==> src/rtl/inv_pkg.sv <==
// ============================================================================
// Module      : inv_pkg
// Description : Shared types and helper constants for the binary modular
//               inverter (binary_inv_ctrl) and its datapath helpers.
//               Supplies fallback values for the WORD_SIZE and CHAR macros
//               when the build does not define them.
// Revision    : 1.0 - initial release
// ============================================================================
`default_nettype none

`ifndef WORD_SIZE
`define WORD_SIZE 8
`endif
`ifndef CHAR
`define CHAR 13
`endif

package inv_pkg;

    // Controller states.
    typedef enum logic [1:0] {
        ST_IDLE = 2'd0,
        ST_RUN  = 2'd1,
        ST_DONE = 2'd2
    } inv_state_e;

    // Default step limit: the binary EEA needs fewer than 4*WORD_SIZE steps.
    function automatic int max_iter_default(input int ws);
        return 4 * ws;
    endfunction

    // Width of the (x + p) half-sum: one extra bit keeps the carry.
    function automatic int half_width(input int ws);
        return ws + 1;
    endfunction

endpackage

`default_nettype wire

==> src/rtl/binary_inv_ctrl_if.sv <==
// ============================================================================
// Module      : binary_inv_ctrl_if
// Description : Operand/result handshake bundle for binary_inv_ctrl.
//               master : operand producer + result consumer
//               slave  : the inverter
//   in_valid/in_ready/in_a              operand handshake
//   out_valid/out_ready/out_data/out_err result handshake
// Revision    : 1.0 - initial release
// ============================================================================
`default_nettype none

`ifndef WORD_SIZE
`define WORD_SIZE 8
`endif

interface binary_inv_ctrl_if #(
    parameter int WORD_SIZE = `WORD_SIZE
);
    logic                 in_valid;
    logic                 in_ready;
    logic [WORD_SIZE-1:0] in_a;
    logic                 out_valid;
    logic                 out_ready;
    logic [WORD_SIZE-1:0] out_data;
    logic                 out_err;

    modport master (
        output in_valid, in_a, out_ready,
        input  in_ready, out_valid, out_data, out_err
    );

    modport slave (
        input  in_valid, in_a, out_ready,
        output in_ready, out_valid, out_data, out_err
    );
endinterface

`default_nettype wire

==> src/rtl/mod_half_p.sv <==
// ============================================================================
// Module      : mod_half_p
// Description : Combinational x/2 mod p for odd p and x < p.
//               Even x shifts right; odd x computes (x + p) >> 1 using a
//               WORD_SIZE+1 bit sum so the carry becomes the MSB.
//               i_bypass passes i_x straight through (idle lane).
//   i_x      [WORD_SIZE-1:0] operand, < p
//   i_bypass               1 = pass-through
//   o_y      [WORD_SIZE-1:0] result, < p
// Revision    : 1.0 - initial release
// ============================================================================
`default_nettype none

module mod_half_p
    import inv_pkg::*;
#(
    parameter int WORD_SIZE = 8,
    parameter int P         = 13
) (
    input  logic [WORD_SIZE-1:0] i_x,
    input  logic                 i_bypass,
    output logic [WORD_SIZE-1:0] o_y
);
    localparam int                  c_hw = half_width(WORD_SIZE);
    localparam logic [c_hw-1:0]     c_p  = c_hw'(P);

    logic [c_hw-1:0] w_sum;

    assign w_sum = {1'b0, i_x} + c_p;

    always_comb begin
        o_y = i_x;
        if (!i_bypass) begin
            if (i_x[0]) begin
                o_y = w_sum[c_hw-1:1];
            end else begin
                o_y = i_x >> 1;
            end
        end
    end
endmodule

`default_nettype wire

==> src/rtl/mod_sub_p.sv <==
// ============================================================================
// Module      : mod_sub_p
// Description : Combinational (x - y) mod p for x, y < p.
//               Borrow of the extended difference selects between x - y and
//               x - y + p; both are taken modulo 2^WORD_SIZE, which is exact
//               because the true result is below p < 2^WORD_SIZE.
//   i_x, i_y [WORD_SIZE-1:0] operands, < p
//   o_d      [WORD_SIZE-1:0] result, < p
// Revision    : 1.0 - initial release
// ============================================================================
`default_nettype none

module mod_sub_p #(
    parameter int WORD_SIZE = 8,
    parameter int P         = 13
) (
    input  logic [WORD_SIZE-1:0] i_x,
    input  logic [WORD_SIZE-1:0] i_y,
    output logic [WORD_SIZE-1:0] o_d
);
    localparam logic [WORD_SIZE-1:0] c_p = WORD_SIZE'(P);

    logic [WORD_SIZE:0] w_diff;

    assign w_diff = {1'b0, i_x} - {1'b0, i_y};
    assign o_d    = w_diff[WORD_SIZE] ? (w_diff[WORD_SIZE-1:0] + c_p)
                                      : w_diff[WORD_SIZE-1:0];
endmodule

`default_nettype wire

==> src/rtl/binary_inv_ctrl.sv <==
// ============================================================================
// Module      : binary_inv_ctrl
// Description : Sequential modular inverter, a^-1 mod p by the binary
//               extended Euclidean algorithm, one step per clock.
//   clk   : clock
//   rst   : synchronous active-high reset
//   bus   : binary_inv_ctrl_if.slave (operand in, result out, err flag)
// Build option: define INV_TIMEOUT_EN to add a step counter that aborts with
//               out_err after MAX_ITER steps.
// Revision    : 1.0 - initial release
// ============================================================================
`default_nettype none

`ifndef WORD_SIZE
`define WORD_SIZE 8
`endif
`ifndef CHAR
`define CHAR 13
`endif

module binary_inv_ctrl
    import inv_pkg::*;
#(
    parameter int WORD_SIZE = `WORD_SIZE,
    parameter int P         = `CHAR,
    parameter int MAX_ITER  = max_iter_default(WORD_SIZE)
) (
    input  logic            clk,
    input  logic            rst,
    binary_inv_ctrl_if.slave bus
);
    localparam logic [WORD_SIZE-1:0] c_one = WORD_SIZE'(1);
    localparam logic [WORD_SIZE-1:0] c_p   = WORD_SIZE'(P);

    inv_state_e           state_q, state_d;
    logic [WORD_SIZE-1:0] u_q, u_d, v_q, v_d;
    logic [WORD_SIZE-1:0] x1_q, x1_d, x2_q, x2_d;
    logic [WORD_SIZE-1:0] out_data_q, out_data_d;
    logic                 out_err_q, out_err_d;

    logic                 w_term_now, w_timeout, w_step;
    logic                 w_u_even, w_v_even, w_u_ge_v, w_half_u, w_half_v;
    logic [WORD_SIZE-1:0] w_x1_half, w_x2_half, w_x1_sub, w_x2_sub;
    logic [WORD_SIZE-1:0] w_u_nxt, w_v_nxt, w_x1_nxt, w_x2_nxt;

`ifdef INV_TIMEOUT_EN
    localparam int c_step_w = $clog2(MAX_ITER + 1);
    logic [c_step_w-1:0] step_q, step_d;
    assign w_timeout = (step_q == c_step_w'(MAX_ITER));
`else
    // MAX_ITER only shapes the timeout counter, absent in this build.
    logic w_unused_max_iter;
    assign w_unused_max_iter = MAX_ITER[0];
    assign w_timeout         = 1'b0;
`endif

    assign w_term_now = (u_q == c_one) || (v_q == c_one);
    assign w_step     = (state_q == ST_RUN) && !w_term_now && !w_timeout;
    assign w_u_even   = ~u_q[0];
    assign w_v_even   = ~v_q[0];
    assign w_u_ge_v   = (u_q >= v_q);
    assign w_half_u   = w_step && w_u_even;
    assign w_half_v   = w_step && !w_u_even && w_v_even;

    mod_half_p #(.WORD_SIZE(WORD_SIZE), .P(P)) u_half_x1 (
        .i_x      (x1_q),
        .i_bypass (~w_half_u),
        .o_y      (w_x1_half)
    );

    mod_half_p #(.WORD_SIZE(WORD_SIZE), .P(P)) u_half_x2 (
        .i_x      (x2_q),
        .i_bypass (~w_half_v),
        .o_y      (w_x2_half)
    );

    mod_sub_p #(.WORD_SIZE(WORD_SIZE), .P(P)) u_sub_x1 (
        .i_x (x1_q),
        .i_y (x2_q),
        .o_d (w_x1_sub)
    );

    mod_sub_p #(.WORD_SIZE(WORD_SIZE), .P(P)) u_sub_x2 (
        .i_x (x2_q),
        .i_y (x1_q),
        .o_d (w_x2_sub)
    );

    // One algorithm step (halve u, halve v, or subtract), applied in RUN
    // only when neither u nor v is already 1.
    always_comb begin
        w_u_nxt  = u_q;
        w_v_nxt  = v_q;
        w_x1_nxt = x1_q;
        w_x2_nxt = x2_q;
        if (w_u_even) begin
            w_u_nxt  = u_q >> 1;
            w_x1_nxt = w_x1_half;
        end else if (w_v_even) begin
            w_v_nxt  = v_q >> 1;
            w_x2_nxt = w_x2_half;
        end else if (w_u_ge_v) begin
            w_u_nxt  = u_q - v_q;
            w_x1_nxt = w_x1_sub;
        end else begin
            w_v_nxt  = v_q - u_q;
            w_x2_nxt = w_x2_sub;
        end
    end

    always_comb begin
        state_d    = state_q;
        u_d        = u_q;
        v_d        = v_q;
        x1_d       = x1_q;
        x2_d       = x2_q;
        out_data_d = out_data_q;
        out_err_d  = out_err_q;
`ifdef INV_TIMEOUT_EN
        step_d     = step_q;
`endif
        case (state_q)
            ST_IDLE: begin
                if (bus.in_valid) begin
                    out_data_d = '0;
                    out_err_d  = 1'b0;
                    if (bus.in_a == '0) begin
                        state_d   = ST_DONE;
                        out_err_d = 1'b1;
                    end else begin
                        state_d = ST_RUN;
                        u_d     = bus.in_a;
                        v_d     = c_p;
                        x1_d    = c_one;
                        x2_d    = '0;
`ifdef INV_TIMEOUT_EN
                        step_d  = '0;
`endif
                    end
                end
            end
            ST_RUN: begin
                if (u_q == c_one) begin
                    // Reached only for a == 1; other operands terminate
                    // inside the step that produces the unit.
                    state_d    = ST_DONE;
                    out_data_d = x1_q;
                end else if (v_q == c_one) begin
                    state_d    = ST_DONE;
                    out_data_d = x2_q;
                end else if (w_timeout) begin
                    state_d    = ST_DONE;
                    out_data_d = '0;
                    out_err_d  = 1'b1;
                end else begin
                    u_d  = w_u_nxt;
                    v_d  = w_v_nxt;
                    x1_d = w_x1_nxt;
                    x2_d = w_x2_nxt;
`ifdef INV_TIMEOUT_EN
                    step_d = step_q + c_step_w'(1);
`endif
                    // Terminal test folded into the step that produces it,
                    // so an N-step inversion reports N+1 cycles after accept.
                    if (w_u_nxt == c_one) begin
                        state_d    = ST_DONE;
                        out_data_d = w_x1_nxt;
                    end else if (w_v_nxt == c_one) begin
                        state_d    = ST_DONE;
                        out_data_d = w_x2_nxt;
                    end
                end
            end
            ST_DONE: begin
                if (bus.out_ready) begin
                    state_d    = ST_IDLE;
                    out_data_d = '0;
                    out_err_d  = 1'b0;
                end
            end
            default: begin
                state_d = ST_IDLE;
            end
        endcase
    end

    always_ff @(posedge clk) begin
        if (rst) begin
            state_q    <= ST_IDLE;
            out_data_q <= '0;
            out_err_q  <= 1'b0;
        end else begin
            state_q    <= state_d;
            out_data_q <= out_data_d;
            out_err_q  <= out_err_d;
        end
        // Working registers are don't-care until loaded on accept.
        u_q  <= u_d;
        v_q  <= v_d;
        x1_q <= x1_d;
        x2_q <= x2_d;
`ifdef INV_TIMEOUT_EN
        step_q <= step_d;
`endif
    end

    assign bus.in_ready  = (state_q == ST_IDLE);
    assign bus.out_valid = (state_q == ST_DONE);
    assign bus.out_data  = out_data_q;
    assign bus.out_err   = out_err_q;
endmodule

`default_nettype wire

==> src/flat_wrapper.sv <==
// flat-port wrapper written by rule: the top's interface ports become plain ports
module binary_inv_ctrl_flat import inv_pkg::*;
#(
    parameter int WORD_SIZE = `WORD_SIZE,
    parameter int P         = `CHAR,
    parameter int MAX_ITER  = max_iter_default(WORD_SIZE)
)
  (clk, rst, bus_in_valid, bus_in_a, bus_out_ready, bus_in_ready, bus_out_valid, bus_out_data, bus_out_err);
  binary_inv_ctrl_if #(.WORD_SIZE(WORD_SIZE)) bus_i ();
  input  logic clk;
  input  logic rst;
  input wire logic [$bits(bus_i.in_valid)-1:0] bus_in_valid;
  input wire logic [$bits(bus_i.in_a)-1:0] bus_in_a;
  input wire logic [$bits(bus_i.out_ready)-1:0] bus_out_ready;
  output wire logic [$bits(bus_i.in_ready)-1:0] bus_in_ready;
  output wire logic [$bits(bus_i.out_valid)-1:0] bus_out_valid;
  output wire logic [$bits(bus_i.out_data)-1:0] bus_out_data;
  output wire logic [$bits(bus_i.out_err)-1:0] bus_out_err;
  assign bus_i.in_valid = bus_in_valid;
  assign bus_i.in_a = bus_in_a;
  assign bus_i.out_ready = bus_out_ready;
  assign bus_in_ready = bus_i.in_ready;
  assign bus_out_valid = bus_i.out_valid;
  assign bus_out_data = bus_i.out_data;
  assign bus_out_err = bus_i.out_err;
  binary_inv_ctrl #(.WORD_SIZE(WORD_SIZE), .P(P), .MAX_ITER(MAX_ITER)) u_core (.clk(clk), .rst(rst), .bus(bus_i));
endmodule
==> config.mk <==
export PLATFORM = sky130hd
export DESIGN_NAME = binary_inv_ctrl_flat
export DESIGN_NICKNAME = d
export VERILOG_FILES = /design/src/rtl/inv_pkg.sv /design/src/rtl/binary_inv_ctrl_if.sv /design/src/rtl/mod_half_p.sv /design/src/rtl/mod_sub_p.sv /design/src/rtl/binary_inv_ctrl.sv /design/src/flat_wrapper.sv
export SDC_FILE = /design/constraint.sdc
export NUM_CORES = 1
export LEC_CHECK = 0
export BUFFER_PORTS_ARGS = -buffer_cell sky130_fd_sc_hd__clkbuf_2
export CAP_MARGIN = 10
export CORE_ASPECT_RATIO = 0.6
export CORE_MARGIN = 2
export CORE_UTILIZATION = 60
export DETAILED_ROUTE_END_ITERATION = 12
export PLACE_DENSITY = 0.8
export SYNTH_ARGS = -nofsm -noshare
export SYNTH_HDL_FRONTEND = slang
export SYNTH_SLANG_ARGS = --single-unit
==> constraint.sdc <==
create_clock -name clk -period 5.9 [get_ports clk]
set_clock_uncertainty 0.2 [all_clocks]
set_input_delay 0.295 -clock clk [delete_from_list [all_inputs] [get_ports clk]]
set_output_delay 0.295 -clock clk [all_outputs]
set_load 0.05 [all_outputs]
==> results of run 1 <==
==> placed cells by master (no fill, tap or decap), types with 5 or more instances in the layout <==
cell type / netlist / layout
nand2_1: 46 / 46
clkbuf_16: 0 / 5
buf_4: 1 / 5
nor3_1: 26 / 26
nor4_1: 9 / 9
nand3b_1: 5 / 5
xor2_1: 12 / 12
o2111ai_1: 6 / 6
o221ai_1: 5 / 5
o32ai_1: 6 / 6
clkbuf_2: 0 / 22
edfxtp_1: 32 / 32
a21oi_1: 38 / 38
or3_1: 5 / 5
xnor2_1: 18 / 18
a211oi_1: 7 / 7
o211a_1: 6 / 6
dfxtp_1: 11 / 11
nand3_1: 24 / 24
a31oi_1: 5 / 5
and2_1: 8 / 8
o21a_1: 13 / 13
nand4_1: 5 / 5
o21ai_0: 29 / 29
nor2_1: 38 / 38
a21o_1: 6 / 6
nand2b_1: 8 / 8
inv_1: 55 / 55
nor2b_1: 7 / 7
ha_1: 35 / 35
o22ai_1: 12 / 12
a221oi_1: 5 / 5
==> cells in the mapped netlist (7+ instances only) <==
cell / number / area (um2)
xnor2_1: 18 / 158
nand3_1: 24 / 120
o21a_1: 13 / 97.6
nand2b_1: 8 / 50.1
edfxtp_1: 32 / 961
inv_1: 55 / 206
a211oi_1: 7 / 52.6
buf_2: 7 / 35.0
and2_1: 8 / 50.1
nor2b_1: 7 / 43.8
ha_1: 35 / 438
o21ai_0: 29 / 145
nor4_1: 9 / 56.3
o22ai_1: 12 / 75.1
clkbuf_1: 16 / 60.1
xor2_1: 12 / 105
a21oi_1: 38 / 190
nor2_1: 38 / 143
nor3_1: 26 / 130
dfxtp_1: 11 / 220
nand2_1: 46 / 173
==> kinds of logic (layout without fill, tap and decap cells) <==
logic type / count (synthesis) / count (layout)
fa+ha+maj: 39 / 39
flops: 43 / 43
xor+xnor: 30 / 30
mux: 4 / 4
buf+inv: 82 / 90
compound gates: 198 / 198
simple gates: 208 / 208
==> flip-flops by register name, summed over array words and instances, names as in the netlist <==
| signal | cells |
|---|---|
| u_core.bus.out_data | 8 |
| u_core.u_q | 8 |
| u_core.v_q | 8 |
| u_core.x1_q | 8 |
| u_core.x2_q | 8 |
| u_core.state_q | 2 |
| u_core.bus.out_err | 1 |
==> worst paths after layout <==
| check | cells past startpoint | from | slack (ps) | to |
|---|---|---|---|---|
| setup / recovery | 12 | u_core.u_q[0] | 1440 | u_core.bus.out_data[3] |
| hold / removal | 2 | rst | 40 | u_core.state_q[1] |
| setup reg to reg | 12 | u_core.u_q[0] | 1440 | u_core.bus.out_data[3] |
| hold reg to reg | 2 | u_core.bus.out_data[4] | 280 | u_core.bus.out_data[4] |
==> critical path, delay by kind of cell (launching register included) <==
family | cells | cell delay (ps)
flops | 1 | 400
buf+inv | 1 | 350
simple gates | 3 | 1170
compound gates | 6 | 1650
fa+ha+maj | 2 | 580
==> cell type report <==
| type | count | area, um2 | area share (%) |
|---|---|---|---|
| Clock inverter | 3 | 20.0 | 0.381 |
| Inverter | 55 | 206 | 3.93 |
| Tap cell | 108 | 135 | 2.57 |
| Sequential cell | 43 | 1180 | 22.5 |
| Clock buffer | 5 | 125 | 2.38 |
| Multi-Input combinational cell | 479 | 3440 | 65.5 |
| Timing Repair Buffer | 27 | 148 | 2.81 |
==> layer usage <==
| metal | up-vias | wire (um) | part of all wire, % | track usage [%] |
|---|---|---|---|---|
| met3 | 42 | 2880 | 17 | 13.9 |
| met4 | 0 | 231 | 1.4 | 4.47 |
| met2 | 464 | 6110 | 37 | 47.9 |
| met5 | - | 0 | 0 | 0 |
| met1 | 2437 | 7350 | 44 | 60.0 |
| li1 | 2301 | - | - | - |
==> per-stage QoR <==
step	hold WS [ps]	utilization (%)	area, um2	setup WS, ps	std cells
final	39.6	66.1	5260	1440	720
after global routing	51.8	66.1	5260	1260	720
after CTS	40.0	66.1	5260	1640	720
after detailed placement	254	64.3	5110	1680	712
after global placement	245	64.3	5110	1860	712
after floorplan	164	-	4950	2070	604
==> flow_summary_export.csv, run 1 <==
group,metric,value,unit
place,dp_hpwl,12800,um
logic_synthesis,ys_async_sr_fraction,0,%
clock_network,postcts_resize_cnt,0,
clock_network,cts_tree,"built",
place,port_buffers,22,
logic_synthesis,post_synth_and_or_nand_nor_area_fraction,22.9,%
worst_setup_path,worstSetupStartpointType,"register",
drt,drtAntennaViolNets,0,
worst_setup_path,critical_path_peak_fanout,11,
outcome,outcome,"finished clean",
logic_synthesis,muxShareOfSynthArea,0.809,%
grt,grt_usage,37.5,%
cells_and_area,final.fill_count,685,
grt,grt_max_degree,48,
cells_and_area,n_antenna_cell,0,
die,initial_utilization,62.3,%
drt,routed_wl_per_cell,23.0,um
logic_synthesis,yosys_warnings,0,
logic_synthesis,post_synth_fa_ha_maj_area_fraction,10.5,%
timing,min_period,4460,ps
grt,grt_pass1_wl,25700,um
clock_network,cts.hold.buffers_added,0,
worst_setup_path,endpoint_kind,"register",
logic_synthesis,synth.distinct_cells,87,
timing,grt_setup_unrepaired,"no",
die,num_io_pins,23,
drt,route.final.wire_length,16600,um
timing,maxSlewHeadroom,26.9,%
clock_network,cts_made_buffers,5,
worst_setup_path,critical_path.slowest_cell,"nor3_1",
drt,vias_per_cell,7.28,
clock_network,htree_levels,2,
worst_setup_path,worst-endpoint-required,5880,ps
drt,detail_route.iter0.violations,1045,
grt,grt_pass1_vias,4509,
clock_network,root_buffer,"clkbuf_16",
place,finalWeightedCongestion,1.04,
logic_synthesis,syn-num-nets,655,
grt,globalRouteOverflowTotal,0,
die,die_area,9010,um2
worst_setup_path,max_stage_delay,890,ps
clock_network,cts_num_sinks,43,
clock_network,postCtsSetupBuffers,0,
die,dieWidth,121,um
timing,timing.setup.tns,0,ps
timing,report.final.slew_viol_count,0,
clock_network,cts_max_path_bufs,2,
logic_synthesis,synth-compound-area-share,30.1,%
logic_synthesis,postSynthRegisterBits,43,
logic_synthesis,post_synth.cell_area_avg,8.19,um2
timing,report.final.setup_viol,0,
logic_synthesis,post_synth_instance_area,4950,um2
logic_synthesis,number_of_instances_in_the_synthesized_netlist,604,
logic_synthesis,synth.yosys.seq_area_share,23.9,%
flow_run,maxCapViolations,0,
cells_and_area,area_growth_syn_to_layout,6.19,%
drt,drt_pre_antenna_iters,6,
timing,hold_violations,0,
cells_and_area,nets,662,
timing,fmax,224,MHz
worst_setup_path,cp_data_arrival_time,4440,ps
worst_setup_path,timing_worst_setup_path_type,"reg -> reg",
die,die_h,74.3,um
cells_and_area,final_layout_size_suffix_gt1_share,10.3,%
clock_network,insertion_delay,290,ps
timing,final.period_utilization,75.5,%
logic_synthesis,synth_edf_count,32,
clock_network,worst_setup_hold_path_clk_slew,70,ps
logic_synthesis,synth_flop_cell,"edfxtp_1",
timing,worstMarginPinSlew,1090,ps
grt,number_of_antenna_violations_at_the_first_check_in_global_routing,0,
drt,drc,0,
die,num_rows,25,
logic_synthesis,synthXorXnorAreaFrac,5.31,%
drt,num_vias,5244,
worst_setup_path,worstPathCellList,"inv_1, ha_1, fa_1, nor2b_4, o31a_4, o211a_1, nor3_1, a222oi_1, nand3_1, o41ai_1, a211o_2, o32ai_1",
logic_synthesis,synth_top_family_by_area,"compound AO/OA/AOI/OAI gates",
die,design.core.area,7950,um2
min_path,min_path_type,"in -> reg",
Power of run 1 is left out: the tool's default activity adds up to more than one toggle a clock period on the data nets, which glitch-free logic cannot reach.
==> run 2, diff against run 1 <==
CORE_UTILIZATION = 57   (was 60)
clock period = 4.05 ns   (was 5.9 ns; I/O delays follow)
==> flow_summary_export.csv, run 2 (synthesis gave the netlist of run 1 again) <==
group,metric,value,unit
outcome,outcome,"finished clean",
worst_setup_path,worst-endpoint-required,4010,ps
timing,hold_violations,0,
timing,report.final.setup_viol,0,
grt,grt_usage,34.3,%
cells_and_area,n_antenna_cell,0,
clock_network,cts_tree,"built",
drt,num_vias,5233,
clock_network,cts_max_path_bufs,2,
die,num_rows,26,
clock_network,cts_num_sinks,43,
timing,report.final.slew_viol_count,0,
drt,drc,0,
drt,route.final.wire_length,16500,um
die,design.core.area,8460,um2
timing,final.period_utilization,97.5,%
cells_and_area,area_growth_syn_to_layout,10.7,%
die,num_io_pins,23,
cells_and_area,final_common_cell,"inv_1",
cells_and_area,final_layout_size_suffix_gt1_share,13.2,%
die,die_h,76.2,um
grt,grt_pass1_wl,25800,um
worst_setup_path,r2r_cells,10,
clock_network,insertion_delay,290,ps
worst_setup_path,reg2reg_slack,100,ps
worst_setup_path,critical_path_peak_fanout,10,
grt,grt_pass1_vias,4621,
die,dieWidth,124,um
clock_network,htree_levels,2,
die,initial_utilization,58.5,%
worst_setup_path,cp_data_arrival_time,3900,ps
worst_setup_path,worstSetupStartpointType,"register",
worst_setup_path,worstSetupEndpoint,"u_core.bus.out_data[5]",
die,die_area,9470,um2
grt,globalRouteOverflowTotal,0,
cells_and_area,most-common-layout-cells,"inv_1 (55), nand2_1 (46), nor2_1 (38), a21oi_1 (38), ha_1 (35)",
drt,routed_wl_per_cell,22.0,um
timing,worstMarginPinSlew,1210,ps
worst_setup_path,crit_start,"u_core.u_q[2]",
grt,grt_max_degree,46,
flow_run,maxCapViolations,0,
clock_network,postCtsSetupBuffers,0,
place,finalWeightedCongestion,1.03,
place,dp_hpwl,12800,um
timing,min_period,3950,ps
cells_and_area,postLayoutCoreUtil,64.8,%
worst_setup_path,timing.rr.end,"u_core.bus.out_data[5]",
drt,vias_per_cell,7.00,
drt,drt_pre_antenna_iters,6,
drt,drtAntennaViolNets,0,
worst_setup_path,timing.rr.start,"u_core.u_q[2]",
grt,number_of_antenna_violations_at_the_first_check_in_global_routing,0,
min_path,min_path_type,"in -> reg",
cells_and_area,nets,686,
clock_network,worst_setup_hold_path_clk_slew,70,ps
drt,detail_route.iter0.violations,978,
place,port_buffers,22,
worst_setup_path,endpoint_kind,"register",
worst_setup_path,timing_worst_setup_path_type,"reg -> reg",
timing,maxSlewHeadroom,18.4,%
clock_network,cts_made_buffers,5,
clock_network,root_buffer,"clkbuf_16",
timing,fmax,253,MHz
==> run 2: cell types whose count changed in the layout (fill, tap and decap cells not counted), sizes merged <==
cell and delta:
buf +18, clkbuf +1, clkinvlp -1, dlygate4sd3 +6
==> run 2: worst min-delay path by stage <==
| stage | from | slack, ps | depth (start not counted) | end |
|---|---|---|---|---|
| 2_1_floorplan | rst | 70 | 1 | u_core.bus.out_err |
| 3_3_place_gp | rst | 240 | 2 | u_core.state_q[1] |
| 3_5_place_dp | rst | 250 | 2 | u_core.state_q[1] |
| 4_1_cts | bus_out_ready | 8 | 3 | u_core.state_q[1] |
| 5_1_grt | bus_out_ready | 20 | 3 | u_core.state_q[1] |
| 6_report | bus_out_ready | 6 | 3 | u_core.state_q[1] |
==> run 2: worst max-delay path: stages, from the launching register on <==
cell and delay (ps):
edfxtp_1 480, ha_1 450, nor2b_4 190, o31a_4 310
o21ai_2 280, nand3_2 310, a222oi_1 400, nand3_1 250
o41ai_2 540, a211o_2 270, o32ai_1 120
==> run 2: cell type report <==
| type | count | area [um2] |
|---|---|---|
| Sequential cell | 43 | 1180 |
| Inverter | 55 | 206 |
| Fill cell | 710 | 2980 |
| Timing Repair Buffer | 51 | 343 |
| Tap cell | 112 | 140 |
| Clock buffer | 6 | 129 |
| Multi-Input combinational cell | 479 | 3460 |
| Clock inverter | 2 | 13.8 |
==> run 2: routing by layer <==
metal / wire length (um) / GRT usage [%] / share of wire, %
met2: 5970 / 43.6 / 36
met1: 7460 / 55.6 / 45
met3: 2900 / 11.4 / 18
met5: 0 / 0 / 0
met4: 159 / 4.83 / 0.96
==> run 2: through the flow <==
stage	hold WS, ps	cells	TNS [ps]	instance area, um2	setup WS [ps]
after floorplan	71.6	604	0	4950	217
after global placement	243	734	0	5250	194
after detailed placement	250	734	0	5250	116
after CTS	7.67	748	0	5450	102
after global routing	24.3	748	-52.9	5480	-18.3
final	6.43	748	0	5480	102
==> run 2: what timing repair did <==
| action | CTS | global route |
|---|---|---|
| endpoints found under the hold margin | 7 | 0 |
| gates resized for setup | 0 | 4 |
| hold buffers | 6 | 0 |
| setup endpoints to repair | 0 | 8 |
Power of run 2 is left out for the same reason.
